[config.mk]
export PLATFORM = sky130hd
export DESIGN_NAME = tx_ds_char
export DESIGN_NICKNAME = d
export VERILOG_FILES = /design/src/rtl/tx_ds_char_pkg.sv /design/src/rtl/tx_ds_char.sv
export SDC_FILE = /design/constraint.sdc
export NUM_CORES = 1
export LEC_CHECK = 0
export BUFFER_PORTS_ARGS = -buffer_cell sky130_fd_sc_hd__buf_4
export CAP_MARGIN = 20
export CELL_PAD_IN_SITES_DETAIL_PLACEMENT = 0
export CELL_PAD_IN_SITES_GLOBAL_PLACEMENT = 1
export CORE_MARGIN = 2
export CORE_UTILIZATION = 40
export DETAILED_ROUTE_END_ITERATION = 12
export GPL_TIMING_DRIVEN = 0
export HOLD_SLACK_MARGIN = 0.15
export PLACE_DENSITY = 0.8
export SYNTH_ARGS = -nofsm -noshare
export SYNTH_HDL_FRONTEND = slang
export SYNTH_SLANG_ARGS = --single-unit
[constraint.sdc]
create_clock -name txClk -period 1.55 [get_ports txClk]
set_input_delay 0.31 -clock txClk [delete_from_list [all_inputs] [get_ports txClk]]
set_output_delay 0.31 -clock txClk [all_outputs]
set_load 0.01 [all_outputs]
[src/rtl/tx_ds_char_pkg.sv]
// rtl/tx_ds_char_pkg.sv - DS link character definitions shared by the transmit and receive encoders
package tx_ds_char_pkg;

  localparam logic [1:0] LCODE_FCT = 2'b00;
  localparam logic [1:0] LCODE_EOP = 2'b01;
  localparam logic [1:0] LCODE_EEP = 2'b10;
  localparam logic [1:0] LCODE_ESC = 2'b11;

  localparam int NCHAR_PAIRS = 5;
  localparam int LCHAR_PAIRS = 2;

  typedef enum logic {
    ST_IDLE = 1'b0,
    ST_SEND = 1'b1
  } ds_state_t;

  // Odd parity over previous character's data bits plus this character's flag.
  function automatic logic parity_bit(input logic prevx, input logic flag);
    return ~(prevx ^ flag);
  endfunction

endpackage

[src/rtl/tx_ds_char.sv]
// rtl/tx_ds_char.sv - DS link transmit character encoder emitting registered bit pairs
module tx_ds_char
  import tx_ds_char_pkg::*;
#(
  parameter bit IDLE_NULL = 1'b1
) (
  input  logic       txClk,
  input  logic       txReset,
  input  logic       charValid,
  input  logic       charIsL,
  input  logic [7:0] charData,
  output logic       charReady,
  output logic [1:0] d,
  output logic       dValid,
  input  logic       dTake
);

  ds_state_t  state, state_nxt;
  logic [2:0] pair_cnt, pair_nxt;
  logic       cur_isl, cur_isl_nxt;
  logic [7:0] cur_data, cur_data_nxt;
  logic       prevx, prevx_nxt;
  logic       null_owed, null_nxt;
  logic       hold_valid, hold_valid_nxt;
  logic       hold_isl;
  logic [7:0] hold_data;
  logic [1:0] d_nxt;
  logic       dvalid_nxt;

  logic       consume, last_pair, boundary, cur_x, load;
  logic       start, sel_isl, take_hold;
  logic [7:0] sel_data;

  assign charReady = ~hold_valid;

  always_comb begin
    consume   = dTake && dValid;
    last_pair = cur_isl ? (pair_cnt == 3'(LCHAR_PAIRS - 1))
                        : (pair_cnt == 3'(NCHAR_PAIRS - 1));
    boundary  = (state == ST_IDLE) || (consume && last_pair);
    cur_x     = cur_isl ? ^cur_data[1:0] : ^cur_data;
    // The finishing character's parity must feed the flag pair loaded on the same edge.
    prevx_nxt = (state == ST_SEND && consume && last_pair) ? cur_x : prevx;
    load      = charValid && !hold_valid;

    state_nxt      = state;
    pair_nxt       = pair_cnt;
    d_nxt          = d;
    dvalid_nxt     = dValid;
    cur_isl_nxt    = cur_isl;
    cur_data_nxt   = cur_data;
    null_nxt       = null_owed;
    hold_valid_nxt = hold_valid;
    start          = 1'b0;
    sel_isl        = 1'b0;
    sel_data       = 8'h00;
    take_hold      = 1'b0;

    if (boundary) begin
      if (null_owed) begin
        start    = 1'b1;
        sel_isl  = 1'b1;
        sel_data = {6'b0, LCODE_FCT};
        null_nxt = 1'b0;
      end else if (hold_valid) begin
        start     = 1'b1;
        sel_isl   = hold_isl;
        sel_data  = hold_data;
        take_hold = 1'b1;
      end else if (IDLE_NULL) begin
        start    = 1'b1;
        sel_isl  = 1'b1;
        sel_data = {6'b0, LCODE_ESC};
        null_nxt = 1'b1;
      end else begin
        state_nxt  = ST_IDLE;
        pair_nxt   = 3'd0;
        d_nxt      = 2'b00;
        dvalid_nxt = 1'b0;
      end
    end else if (consume) begin
      pair_nxt = pair_cnt + 3'd1;
      d_nxt    = cur_data[{pair_cnt[1:0], 1'b0} +: 2];
    end

    if (start) begin
      state_nxt    = ST_SEND;
      pair_nxt     = 3'd0;
      cur_isl_nxt  = sel_isl;
      cur_data_nxt = sel_data;
      d_nxt        = {sel_isl, parity_bit(prevx_nxt, sel_isl)};
      dvalid_nxt   = 1'b1;
    end

    if (take_hold) begin
      hold_valid_nxt = 1'b0;
    end else if (load) begin
      hold_valid_nxt = 1'b1;
    end
  end

  always_ff @(posedge txClk or posedge txReset) begin
    if (txReset) begin
      state      <= ST_IDLE;
      pair_cnt   <= 3'd0;
      cur_isl    <= 1'b0;
      cur_data   <= 8'h00;
      prevx      <= 1'b0;
      null_owed  <= 1'b0;
      hold_valid <= 1'b0;
      hold_isl   <= 1'b0;
      hold_data  <= 8'h00;
      d          <= 2'b00;
      dValid     <= 1'b0;
    end else begin
      state      <= state_nxt;
      pair_cnt   <= pair_nxt;
      cur_isl    <= cur_isl_nxt;
      cur_data   <= cur_data_nxt;
      prevx      <= prevx_nxt;
      null_owed  <= null_nxt;
      hold_valid <= hold_valid_nxt;
      d          <= d_nxt;
      dValid     <= dvalid_nxt;
      if (load) begin
        hold_isl  <= charIsL;
        hold_data <= charData;
      end
    end
  end

endmodule

==> metrics <==
worst-skew pair later-pin latency 0.33 ns; die area 3690 sq um; gp weighted congestion 0.763; fin area 1560 sq um; H-tree levels 1; yosys warns 0; gr ovfl total 0; f_max 640 MHz; Die Y-Extent 60.8 um; Synth top cells by count 27 x dfrtp_1, 10 x inv_1, 10 x o21ai_0; GR Util All Layers 14.1%; unrepaired setup endpoints after global routing yes; most area-hungry cell type in the Yosys netlist dfrtp_1; final worst slack -0.0127 ns; initial core utilization 42.2%; share of the synthesized area in the top cell type 52.4%; layout cell share with drive strength beyond 1 32.4%; DR iter-0 viols 22; required time of the critical path 1.78 ns; clock slew at reported path FFs 0.15 ns; first-pass GRT wire length 3840 um; Min-Delay Path Class in -> reg; initial antenna violation count 0; largest stage delay on the critical path 0.42 ns; Mapped Cells 110; dpl hpwl 1620 um; Post-Syn Area per Cell 11.7 sq um; antenna cell count 0; worst-margin pin slew 0.536 ns; core area 3050 sq um; minimum clock period 1.56 ns; Final Max Tran Viols 0; vias in the first global route 835; CP cell instances xnor2_1, xnor3_1, nand2b_1, xor2_1, mux2_4; Num CTS Buffers 3; Port Buffer Count 16; Worst Setup End Kind flip-flop; Seq/Total Area, Yosys 52.4%; worst vdd ir 0.862 mV; Rel. slew slack 64.2%; Leak 0.000696 uW; status finished, violations left; clk buf depth 2; Final setup viols 1; CTS tree yes; Antenna Nets Post-Route 0; Final #Nets 151; CP Launch Point cur_data[4]; Die Wd 60.8 um; fin cells 180; Arrival @ worst endpoint 1.79 ns; row count 20; Synth area leaders dfrtp_1 52%, mux2_2 7.9%, xnor2_1 5.4%, mux4_1 4.1%, o21ai_0 3.9%; synth unique cells 30; Post-synth EDFFs 0; Synth Flop Type dfrtp_1; worst hold start charData[0]; CP top delay family XOR/XNOR gates; crit-path max FO 2; First-pass DRT Iterations 4; largest net degree at the start of global routing 28; Layout fillers 297; MaxCap Viol Count 0; most frequent cell after synthesis dfrtp_1; Mapped Area 1290 sq um; asr flop ratio synth 100%; count of state elements after synthesis 27; DP Area 1460 sq um; Mapped Nets 124; Clk Tree Root Cell clkbuf_4; synthesis-to-layout area growth 21.1%; worst r2r src cur_data[4]; Inst Count DP 170; CTS sink count 27; Pwr per Cell Area 1680 nW/um^2; Critical-path top delay cell dfrtp_1; DRC 0; period utilization 101%; via-per-instance ratio 4.81; Tot Pwr 2630 uW; final hold viol count 0; Setup Slack @ Placement -0.0262 ns; final wirelength 2210 um; Worst Setup Start Kind flip-flop; failing checks negative setup slack; sum of buffers and inverters on the critical path 0; worst-case clock skew 0.00993 ns; Routed WL per cell 12.3 um; via count 865; # IOs 17; Crit Path Class reg -> reg; setup TNS -0.0127 ns
==> per-layer routing <==
metal | vias up | GRT usage, % | part of all wire [%]
met2 | 17 | 22.3 | 46
met5 | - | 0 | 0
met4 | 0 | 6.52 | 1.4
met3 | 4 | 1.92 | 3.4
li1 | 425 | - | -
met1 | 419 | 19.2 | 49
==> power by group <==
group	internal (uW)	switching [uW]
Sequential	985	213
Combinational	652	472
Clock	96.8	207
==> flip-flops by register name, summed over array words and instances (netlist names) <==
register,flops
cur_data,8
cur_isl,1
d,2
hold_data,8
hold_isl,1
hold_valid,1
null_owed,1
pair_cnt,3
prevx,1
state,1
==> cell usage in the layout, fill, tap and decap left out, types with 2 or more instances in the layout <==
cell      Yosys  layout
a21oi_1       5       5
buf_4         1      20
buf_6         1       2
clkbuf_4      0       3
dfrtp_1      27      26
inv_1        10      10
mux2_2        9       9
nand3_1       8       8
nor2_1        9       9
nor3_2        1       2
o21ai_0      10      10
xnor2_1       8       7
xor2_1        2       2
==> timing repair <==
action	CTS	global route
hold buffers	0	1
pin swaps	2	2
setup endpoints to repair	10	12
hold endpoints to repair	0	12
buffers inserted	3	1
resized for setup	2	3
==> per-stage QoR <==
stage	hold WS [ns]	util [%]
global placement	0.487	48.0
CTS	0.193	49.9
detailed placement	0.495	48.0
global route	0.186	51.1
finish	0.203	51.1
floorplan	0.363	-
==> final timing paths <==
kind | to | depth (start not counted) | slack [ns]
worst max-delay path | prevx | 5 | -0.01
min in group asynchronous | d[1] | 3 | 0.56
worst min register to register | cur_data[6] | 2 | 0.53
worst max register to register | prevx | 5 | -0.01
worst min-delay path | hold_data[0] | 2 | 0.20
max in group asynchronous | hold_data[6] | 4 | 0.51
==> area by class of cell <==
type	instances	area [sq um]	share of cell area, %
repair buffers	22	179	11.5
plain buffers	3	22.5	1.44
clock inverters	1	5.00	0.321
flip-flops and latches	27	677	43.4
multi-input cells	70	562	36.0
clock buffers	3	22.5	1.44
inverters	10	37.5	2.41
well taps	44	55.1	3.53
==> logic make-up after synthesis <==
family,count (synthesis),synth area share (%)
simple gates,23,8.84
fa+ha+maj,1,0.971
other cells,1,0.291
flops,27,52.4
buf+inv,13,4.66
xor+xnor,11,8.54
mux,13,13.9
compound gates,21,10.4
(Power assumes the default switching activity.)
